File: config.mk
export PLATFORM = sky130hd
export DESIGN_NAME = rate_comp_rx
export DESIGN_NICKNAME = d
export VERILOG_FILES = /design/src/rtl/rate_comp_pkg.sv /design/src/rtl/rate_comp_fifo.sv /design/src/rtl/rate_comp_rx.sv
export SDC_FILE = /design/constraint.sdc
export NUM_CORES = 2
export LEC_CHECK = 0
export CORE_MARGIN = 5
export CORE_UTILIZATION = 60
export DETAILED_ROUTE_END_ITERATION = 7
export PLACE_DENSITY = 0.77
export SLEW_MARGIN = 20
export SYNTH_ARGS = -nofsm -noshare
export SYNTH_HDL_FRONTEND = slang
export SYNTH_SLANG_ARGS = --single-unit
export TNS_END_PERCENT = 50
File: constraint.sdc
create_clock -name i_clock -period 10.4 [get_ports i_clock]
set_clock_uncertainty 0.2 [all_clocks]
set_input_delay 3.12 -clock i_clock [delete_from_list [all_inputs] [get_ports i_clock]]
set_output_delay 3.12 -clock i_clock [all_outputs]
set_load 0.005 [all_outputs]
File: src/rtl/rate_comp_pkg.sv
// Shared constants and types for the receive-side rate compensator.
//   PCS_IDLE  : all-idle control block inserted to restore the block rate
//   PCS_ERROR : error control block emitted when the FIFO runs dry
//   state_e   : controller states (fill, pass-through, idle insertion)
//   out_sel_e : source selector for the registered output block
package rate_comp_pkg;

    localparam int unsigned NB_BLOCK = 66;

    localparam logic [NB_BLOCK-1:0] PCS_IDLE  = 66'h2_1e00000000000000;
    localparam logic [NB_BLOCK-1:0] PCS_ERROR = 66'h2_1e1e1e1e1e1e1e1e;

    typedef enum logic [1:0] {
        StFill,
        StPass,
        StInsert
    } state_e;

    typedef enum logic [1:0] {
        SelIdle,
        SelError,
        SelFifo
    } out_sel_e;

endpackage

File: src/rtl/rate_comp_fifo.sv
// Synchronous FIFO with registered read data and a synchronous flush.
//   i_clock, i_reset : clock, asynchronous active-high reset
//   i_flush          : synchronous return of pointers and level to empty
//   i_push, i_data   : write request and data; ignored when full unless popping
//   i_pop            : read request; ignored when empty
//   o_head           : current head entry (unregistered look-ahead)
//   o_data           : registered read data, updated on each accepted pop
//   o_level          : occupancy, NB_ADDR+1 bits so full differs from empty
//   o_full, o_empty  : occupancy flags
module rate_comp_fifo #(
    parameter int unsigned NB_DATA = 66,
    parameter int unsigned NB_ADDR = 5
) (
    input  logic               i_clock,
    input  logic               i_reset,
    input  logic               i_flush,
    input  logic               i_push,
    input  logic               i_pop,
    input  logic [NB_DATA-1:0] i_data,
    output logic [NB_DATA-1:0] o_head,
    output logic [NB_DATA-1:0] o_data,
    output logic [NB_ADDR:0]   o_level,
    output logic               o_full,
    output logic               o_empty
);

    localparam int unsigned       DEPTH    = 2 ** NB_ADDR;
    localparam logic [NB_ADDR:0]  FULL_LVL = {1'b1, {NB_ADDR{1'b0}}};

    logic [NB_DATA-1:0] mem [DEPTH];
    logic [NB_ADDR-1:0] wr_ptr_q;
    logic [NB_ADDR-1:0] rd_ptr_q;
    logic [NB_ADDR:0]   level_q;
    logic [NB_DATA-1:0] data_q;
    logic               do_push;
    logic               do_pop;

    assign o_full  = (level_q == FULL_LVL);
    assign o_empty = (level_q == '0);
    assign do_pop  = i_pop & ~o_empty & ~i_flush;
    // A push into a full FIFO is accepted when a pop frees a slot in the same cycle.
    assign do_push = i_push & (~o_full | do_pop) & ~i_flush;

    assign o_head  = mem[rd_ptr_q];
    assign o_data  = data_q;
    assign o_level = level_q;

    always_ff @(posedge i_clock) begin
        if (do_push) begin
            mem[wr_ptr_q] <= i_data;
        end
    end

    always_ff @(posedge i_clock or posedge i_reset) begin
        if (i_reset) begin
            wr_ptr_q <= '0;
            rd_ptr_q <= '0;
            level_q  <= '0;
            data_q   <= '0;
        end else if (i_flush) begin
            wr_ptr_q <= '0;
            rd_ptr_q <= '0;
            level_q  <= '0;
        end else begin
            if (do_push) begin
                wr_ptr_q <= wr_ptr_q + NB_ADDR'(1);
            end
            if (do_pop) begin
                rd_ptr_q <= rd_ptr_q + NB_ADDR'(1);
                data_q   <= mem[rd_ptr_q];
            end
            case ({do_push, do_pop})
                2'b10:   level_q <= level_q + (NB_ADDR + 1)'(1);
                2'b01:   level_q <= level_q - (NB_ADDR + 1)'(1);
                default: level_q <= level_q;
            endcase
        end
    end

endmodule

File: src/rtl/rate_comp_rx.sv
// Receive-side rate compensator. Drops alignment-marker blocks from the reordered
// 66-bit stream and pays the resulting debt back by inserting idle blocks directly
// after an idle block popped from the FIFO.
//   i_clock, i_reset  : clock, asynchronous active-high reset
//   i_rf_enable       : low = synchronous flush (sticky flags hold)
//   i_valid           : one block in and one block out per valid cycle
//   i_sol_tag         : current block is an alignment marker
//   i_data / o_data   : input block / registered output block
//   o_valid           : i_valid delayed one cycle, 0 during flush
//   o_fifo_level      : FIFO occupancy
//   o_overflow, o_underflow, o_debt_sat : sticky error flags
// Optional macro RATE_COMP_STATS_EN adds o_drop_count and o_ins_count
// (16-bit saturating counts of dropped markers and inserted idles).
module rate_comp_rx
    import rate_comp_pkg::*;
#(
    parameter int unsigned NB_DATA_CODED = 66,
    parameter int unsigned N_LANES       = 20,
    parameter int unsigned NB_ADDR       = 5,
    parameter int unsigned PREFILL       = 8,
    parameter int unsigned MAX_DEBT      = 2 * N_LANES
) (
    input  logic                     i_clock,
    input  logic                     i_reset,
    input  logic                     i_rf_enable,
    input  logic                     i_valid,
    input  logic                     i_sol_tag,
    input  logic [NB_DATA_CODED-1:0] i_data,
    output logic [NB_DATA_CODED-1:0] o_data,
    output logic                     o_valid,
    output logic [NB_ADDR:0]         o_fifo_level,
    output logic                     o_overflow,
    output logic                     o_underflow,
`ifdef RATE_COMP_STATS_EN
    output logic [15:0]              o_drop_count,
    output logic [15:0]              o_ins_count,
`endif
    output logic                     o_debt_sat
);

    localparam int unsigned        NB_DEBT     = $clog2(MAX_DEBT + 1);
    localparam logic [NB_DEBT-1:0] DEBT_MAX    = NB_DEBT'(MAX_DEBT);
    localparam logic [NB_ADDR:0]   PREFILL_LVL = (NB_ADDR + 1)'(PREFILL);

    state_e                   state_q;
    out_sel_e                 out_sel_q;
    logic                     valid_q;
    logic [NB_DEBT-1:0]       debt_q;
    logic [NB_DEBT-1:0]       debt_d;
    logic                     overflow_q;
    logic                     underflow_q;
    logic                     debt_sat_q;

    logic                     active;
    logic                     push;
    logic                     drop;
    logic                     pop;
    logic                     dec;
    logic [NB_DATA_CODED-1:0] fifo_head;
    logic [NB_DATA_CODED-1:0] fifo_rd_data;
    logic [NB_ADDR:0]         fifo_level;
    logic                     fifo_full;
    logic                     fifo_empty;

    assign active = i_valid & i_rf_enable;
    assign push   = active & ~i_sol_tag;
    assign drop   = active & i_sol_tag;
    assign pop    = active & (state_q == StPass);
    assign dec    = active & (state_q == StInsert);

    rate_comp_fifo #(
        .NB_DATA (NB_DATA_CODED),
        .NB_ADDR (NB_ADDR)
    ) u_fifo (
        .i_clock (i_clock),
        .i_reset (i_reset),
        .i_flush (~i_rf_enable),
        .i_push  (push),
        .i_pop   (pop),
        .i_data  (i_data),
        .o_head  (fifo_head),
        .o_data  (fifo_rd_data),
        .o_level (fifo_level),
        .o_full  (fifo_full),
        .o_empty (fifo_empty)
    );

    // A drop and an insertion in the same cycle cancel; drops saturate at DEBT_MAX.
    always_comb begin
        debt_d = debt_q;
        if (drop && !dec) begin
            if (debt_q != DEBT_MAX) begin
                debt_d = debt_q + NB_DEBT'(1);
            end
        end else if (dec && !drop) begin
            debt_d = debt_q - NB_DEBT'(1);
        end
    end

    always_ff @(posedge i_clock or posedge i_reset) begin
        if (i_reset) begin
            state_q     <= StFill;
            out_sel_q   <= SelIdle;
            valid_q     <= 1'b0;
            debt_q      <= '0;
            overflow_q  <= 1'b0;
            underflow_q <= 1'b0;
            debt_sat_q  <= 1'b0;
        end else if (!i_rf_enable) begin
            state_q   <= StFill;
            out_sel_q <= SelIdle;
            valid_q   <= 1'b0;
            debt_q    <= '0;
        end else begin
            valid_q <= i_valid;
            if (i_valid) begin
                debt_q <= debt_d;
                // A full FIFO never blocks a push while a pop is in progress.
                if (push && fifo_full && !pop) begin
                    overflow_q <= 1'b1;
                end
                if (drop && debt_q == DEBT_MAX) begin
                    debt_sat_q <= 1'b1;
                end
                unique case (state_q)
                    StFill: begin
                        out_sel_q <= SelIdle;
                        if (fifo_level >= PREFILL_LVL) begin
                            state_q <= StPass;
                        end
                    end
                    StPass: begin
                        if (fifo_empty) begin
                            out_sel_q   <= SelError;
                            underflow_q <= 1'b1;
                            state_q     <= StFill;
                        end else begin
                            out_sel_q <= SelFifo;
                            if (fifo_head == PCS_IDLE && debt_q != '0) begin
                                state_q <= StInsert;
                            end
                        end
                    end
                    StInsert: begin
                        out_sel_q <= SelIdle;
                        if (debt_d == '0) begin
                            state_q <= StPass;
                        end
                    end
                    default: state_q <= StFill;
                endcase
            end
        end
    end

    // Both the selector and the FIFO read data are flops; this only picks between them.
    always_comb begin
        unique case (out_sel_q)
            SelFifo:  o_data = fifo_rd_data;
            SelError: o_data = PCS_ERROR;
            default:  o_data = PCS_IDLE;
        endcase
    end

    assign o_valid      = valid_q;
    assign o_fifo_level = fifo_level;
    assign o_overflow   = overflow_q;
    assign o_underflow  = underflow_q;
    assign o_debt_sat   = debt_sat_q;

`ifdef RATE_COMP_STATS_EN
    logic [15:0] drop_count_q;
    logic [15:0] ins_count_q;

    always_ff @(posedge i_clock or posedge i_reset) begin
        if (i_reset) begin
            drop_count_q <= '0;
            ins_count_q  <= '0;
        end else if (!i_rf_enable) begin
            drop_count_q <= '0;
            ins_count_q  <= '0;
        end else begin
            if (drop && drop_count_q != '1) begin
                drop_count_q <= drop_count_q + 16'd1;
            end
            if (dec && ins_count_q != '1) begin
                ins_count_q <= ins_count_q + 16'd1;
            end
        end
    end

    assign o_drop_count = drop_count_q;
    assign o_ins_count  = ins_count_q;
`else
    // Statistics counters are not built in this configuration.
`endif

endmodule
Word-level counts from Yosys, hierarchy flattened
Memories as Yosys holds them, arrays and structs flattened.
Cells that the tools add are included.
{"block": "op_classes", "muxes": 26, "n_div": 0, "mul": 0, "shift": 0, "reduce_logical": 20, "order_cmp": 1, "n_bitwise": 13, "n_addsub": 6, "n_eq_ne": 18}
{"cell": "$pmux 66 s2", "count": 1}
{"cell": "$eq 66x66->1 const B", "count": 1}
{"cell": "$mux 6", "count": 6}
{"cell": "$mux 5", "count": 4}
{"cell": "$mux 2", "count": 9}
{"cell": "$add 6x1->6 const B", "count": 2}
{"cell": "$eq 6x6->1 const B", "count": 2}
{"cell": "$logic_not 6->1", "count": 2}
{"cell": "$pmux 6 s2", "count": 1}
{"cell": "$sub 6x1->6 const B", "count": 2}
{"cell": "$add 5x1->5 const B", "count": 2}
{"cell": "$and 1x1->1", "count": 9}
{"cell": "$reduce_and 4->1", "count": 2}
{"cell": "$eq 2x1->1 const B", "count": 3}
{"cell": "$eq 2x2->1 const B", "count": 3}
{"cell": "$ge 6x4->1 const B", "count": 1}
{"cell": "$logic_and 1x1->1", "count": 6}
{"cell": "$ne 2x1->1 const B", "count": 3}
{"cell": "$ne 3x2->1 const B", "count": 2}
{"cell": "$ne 6x6->1 const B", "count": 1}
{"cell": "$pmux 2 s3", "count": 1}
{"cell": "$reduce_and 3->1", "count": 2}
{"cell": "$reduce_bool 6->1", "count": 1}
{"cell": "$ne 4x2->1 const B", "count": 1}
{"cell": "other kinds (10)", "count": 17}
{"block": "totals", "mem_count": 1, "input_bits": 71, "elab_cells": 96, "ff_bits": 96, "ram_bits": 2112, "rom_bits": 0, "latchBits": 0}
{"name": "u_fifo.mem", "words": 32, "word_bits": 66, "read_ports": 1, "rd_clocked_by_memory_dff": 0, "wr": 1, "line_no": "rate_comp_fifo.sv:30", "source": "logic [NB_DATA-1:0] mem [DEPTH];"}

Depth between registers and ports, before layout
{"block": "logic_depth", "depth_word": 11, "mapped_depth": 16, "mapped_depth_nobuf": 11}

Modules after synthesis
A second synthesis with hierarchy kept.
{"block": "unflattened", "hier_cells": 4806, "hier_area_um2": 85912.4}
{"mod": "rate_comp_fifo", "cells_each": 4591, "seq_area_each_um2": 65472.8, "area_each_um2": 84300.9, "n_inst": 1}
{"mod": "rate_comp_rx", "cells_each": 215, "seq_area_each_um2": 350.3, "area_each_um2": 1611.5, "n_inst": 1}

Worst setup path before layout
OpenSTA, ideal clock, no wires.
{"block": "synth_timing", "path_type": "input to register", "start": "in i_sol_tag", "end": "mem u_fifo.mem[15][0] (enable)", "slack_ns": 2.828, "t_required_ns": 9.708, "n_path_buf": 1, "t_arrival_ns": 6.880, "path_stages": 5, "cell_sequence": "and3b_1 > and2_1 > clkbuf_1 > nand2_1 > nor2_1"}
{"block": "synth_via", "elab_chain_len": 6}
{"item": "start, declared", "line_no": "rate_comp_rx.sv:27", "source": "input logic i_sol_tag,"}
{"item": "$not 1->1", "line_no": "rate_comp_rx.sv:66", "source": "assign push = active & ~i_sol_tag;"}
{"item": "$and 1x1->1", "line_no": "rate_comp_rx.sv:66"}
{"item": "$and 1x1->1 (2 in a row)", "line_no": "rate_comp_fifo.sv:42", "source": "assign do_push = i_push & (~o_full | do_pop) & ~i_flush;"}
{"item": "$mux 1", "line_no": "rate_comp_fifo.sv:49", "source": "if (do_push) begin"}
{"item": "$mux 1 (not written as such)", "line_no": "rate_comp_fifo.sv:50", "source": "mem[wr_ptr_q] <= i_data;"}
{"item": "end, declared", "line_no": "rate_comp_fifo.sv:30"}
Every way passes these cells.

Final worst setup path
{"block": "layout_timing", "start": "in i_rf_enable", "end": "mem u_fifo.mem[6][19] (enable)"}
{"block": "layout_via", "elab_chain_len": 9}
{"item": "start, declared", "line_no": "rate_comp_rx.sv:25", "source": "input logic i_rf_enable,"}
{"item": "$and 1x1->1", "line_no": "rate_comp_rx.sv:65", "source": "assign active = i_valid & i_rf_enable;"}
{"item": "$and 1x1->1", "line_no": "rate_comp_rx.sv:68", "source": "assign pop = active & (state_q == StPass);"}
{"item": "$and 1x1->1 (2 in a row)", "line_no": "rate_comp_fifo.sv:40", "source": "assign do_pop = i_pop & ~o_empty & ~i_flush;"}
{"item": "$or 1x1->1", "line_no": "rate_comp_fifo.sv:42"}
{"item": "$and 1x1->1", "line_no": "rate_comp_fifo.sv:42"}
{"item": "$and 1x1->1 (*)", "line_no": "rate_comp_fifo.sv:42"}
{"item": "$mux 1 (*)", "line_no": "rate_comp_fifo.sv:49"}
{"item": "$mux 1 (not written as such) (*)", "line_no": "rate_comp_fifo.sv:50"}
Mark *: on every way between the ends. The rest lies on a longest branch, timed or not.

==> flow_metrics.env <==
export IMPL_clk_latency_ps=850
export IMPL_async_reset_ff_share_pct=4.35
export IMPL_synth_fp_nets=4341
export IMPL_portBuffers=146
export IMPL_worst_hold_path_endpoint="u_fifo.o_data[63]$_DFFE_PP0P_"
export IMPL_power_density_nw_per_um2=195
export IMPL_finalSetupTns_ps=0
export IMPL_hold_class="flip-flop to flip-flop"
export IMPL_post_drt_wl_per_cell_um=36.6
export IMPL_cp_arrival_ps=7090
export IMPL_setup_violations=0
export IMPL_final_cell_mix="edfxtp_1, mux4_2, mux2i_1, clkbuf_16, nand2_1"
export IMPL_reg2regPathDepth=9
export IMPL_fin_cells=6614
export IMPL_dp_slack_ps=2850
export IMPL_worstHoldStart="u_fifo.o_data[63]$_DFFE_PP0P_"
export IMPL_finalCritPeriodShare_pct=65.9
export IMPL_antenna_left=0
export IMPL_ir_drop_mv=0.185
export IMPL_combPwrFrac_pct=5.3
export IMPL_fp_dieH_um=388
export IMPL_p_switching_mw=4.06
export IMPL_cp_end_kind="flip-flop"
export IMPL_area_sequential_um2=65800
export IMPL_fp_dieArea_um2=150000
export IMPL_outcome="completed"
export IMPL_drtPass1Iterations=7
export IMPL_synth_cell_type_count=77
export IMPL_grt_antenna_before_repair=14
export IMPL_row_count=138
export IMPL_grt_pass1_vias=45300
export IMPL_final_area_um2=96800
export IMPL_overflow=0
export IMPL_cts_hold_fix_buffers=0
export IMPL_intPower_mw=14.8
export IMPL_cp_start_kind="input port"
export IMPL_yosys_register_bits=2208
export IMPL_ys_warn_count=0
export IMPL_postPlaceCellArea_um2=89800
export IMPL_clock_sinks=2208
export IMPL_dp_hpwl_mm=140
export IMPL_wirelength_mm=242
export IMPL_p_total_mw=18.8
export IMPL_synthCells=4257
export IMPL_drt_iter0_markers=7613
export IMPL_layout_setup_ws_ps=3550
export IMPL_multi_input_area_um2=18700
export IMPL_switching_share_pct=21.6
export IMPL_numCtsBuffers=206
export IMPL_clockBufferDepth=3
export IMPL_via_per_inst=7.03
export IMPL_coreArea_um2=142000
export IMPL_clkPwrFrac_pct=41.4
export IMPL_layout_commonest_cell="edfxtp_1"
export IMPL_grt_pass1_wl_mm=341
export IMPL_tightest_slew_ps=1310
export IMPL_r2r_setup_slack_ps=4480
export IMPL_vias=46500
export IMPL_path_clk_slew_ps=60
export IMPL_max_slew_margin_pct=12.5
export IMPL_r2r_start="u_fifo.rd_ptr_q[1]$_DFFE_PP0P_"
export IMPL_htree_levels=4
export IMPL_start_util_pct=60.5
export IMPL_io_pins=147
export IMPL_slew_violations=0
export IMPL_drc_errors=0
export IMPL_p_seq_share_pct=53.2
export IMPL_synth_area_um2=85600
export IMPL_max_freq_mhz=146
export IMPL_cts_resized=0
export IMPL_post_route_min_period_ps=6850
export IMPL_syn2layout_area_growth_pct=13.0
export IMPL_synth_edf_count=2112
export IMPL_cts_tree="built"
export IMPL_placedCellCount=6213
export IMPL_holdPathStages=2
export IMPL_place_gp_congestion=0.895
export IMPL_nets=4616
export IMPL_r2r_end="state_q[0]$_DFFE_PP0P_"
export IMPL_die_w_um=388
export IMPL_grt_max_degree=111
export IMPL_drv_cap=0
export IMPL_final_hold_viol_count=0
export IMPL_root_buffer="clkbuf_16"
export IMPL_criticalPathCategory="input port to flip-flop"
export IMPL_postCtsSetupBuffers=0
export IMPL_rsz0062_at_grt="no"
export IMPL_synth_flop_cell="edfxtp_1"
export IMPL_path_max_fanout=42
export IMPL_drive_gt1_share_pct=20.5
export IMPL_power_leakage_nw=29.8
export IMPL_syn_avg_cell_area_um2=20.1
export IMPL_grt_use_total_pct=32.1
export IMPL_num_fill_cells=8494
export IMPL_cp_required_ps=10640
export IMPL_ys_seq_area_share_pct=76.9
==> cells by family after synthesis <==
group           after synthesis  share of synthesized area, %
compound gates              510                          4.08
xor+xnor                     10                         0.102
fa+ha+maj                    13                         0.190
buf+inv                     255                          1.62
flops                      2208                          76.9
mux                         726                          14.0
simple gates                535                          3.07
==> registers in the layout, summed over array words and instances (netlist names) <==
signal,cells
debt_q,6
u_fifo.o_data,66
state_q,2
o_valid,1
o_debt_sat,1
u_fifo.rd_ptr_q,5
u_fifo.wr_ptr_q,5
u_fifo.mem,2112
o_overflow,1
out_sel_q,2
u_fifo.o_level,6
o_underflow,1
==> final cells by class <==
type | count | area share [%]
multi-input combinational | 1794 | 19.4
inverter | 15 | 0.0608
clock inverter | 143 | 1.68
clock buffer | 245 | 5.58
antenna | 12 | 0.0310
timing repair buffer | 307 | 2.80
tap | 1890 | 2.44
sequential | 2208 | 68.1
==> critical path, stage by stage <==
cell             delay, ps
clkdlybuf4s50_1        460
buf_4                  320
and3b_1                320
and2_1                 350
nand2_1                600
nor2_4                1000
buf_4                  720
==> metal layers <==
layer | vias up | wire length (um) | track usage, %
li1 | 18100 | - | -
met4 | 12 | 12600 | 14.2
met5 | - | 299 | 1.12
met3 | 643 | 36500 | 11.2
met1 | 23700 | 83200 | 44.0
met2 | 3994 | 110000 | 47.4
==> synth_stat cells, drive strengths merged, types with 17 or more instances <==
library cell     n  area (um^2)
mux2i          321         3210
buf            161         1030
nand2          174          653
nor2b           26          163
a22o            23          201
a221oi          23          201
a21oi           87          435
o21ai           69          345
dfrtp           96         2400
edfxtp        2112        63400
o22ai           63          394
clkbuf          79          297
and2            49          307
nand4           17          106
nor2           117          442
mux2            29          327
a22oi          148         1110
nand3           38          190
mux4           376         8470
==> power groups by stage <==
| stage | combinational, mW | clock (mW) | sequential [mW] |
|---|---|---|---|
| after floorplan | 0.500 | 0 | 10.1 |
| final | 1.01 | 7.80 | 10.0 |
| after CTS | 0.992 | 7.83 | 10.0 |
| after detailed placement | 0.982 | 0 | 10.2 |
| after global placement | 0.958 | 0 | 10.2 |
| after global routing | 1.07 | 8.23 | 10.0 |
==> metrics by stage <==
step	hold slack [ps]	util, %
finish	275	68.3
CTS	280	68.4
global route	292	68.3
detailed placement	266	63.4
floorplan	238	-
global placement	256	63.4
==> worst max-delay path by stage <==
| stage | depth (start not counted) | to | start | slack (ps) |
|---|---|---|---|---|
| 2_1_floorplan | 5 | u_fifo.mem[15][0]$_DFFE_PP_ | i_sol_tag | 2830 |
| 3_3_place_gp | 7 | u_fifo.mem[20][1]$_DFFE_PP_ | i_rf_enable | 2880 |
| 3_5_place_dp | 7 | u_fifo.mem[20][1]$_DFFE_PP_ | i_rf_enable | 2850 |
| 4_1_cts | 7 | u_fifo.mem[6][19]$_DFFE_PP_ | i_rf_enable | 3680 |
| 5_1_grt | 7 | u_fifo.mem[6][1]$_DFFE_PP_ | i_rf_enable | 3520 |
| 6_report | 7 | u_fifo.mem[6][19]$_DFFE_PP_ | i_rf_enable | 3550 |
Note: power is estimated with default switching activity, not from simulation.
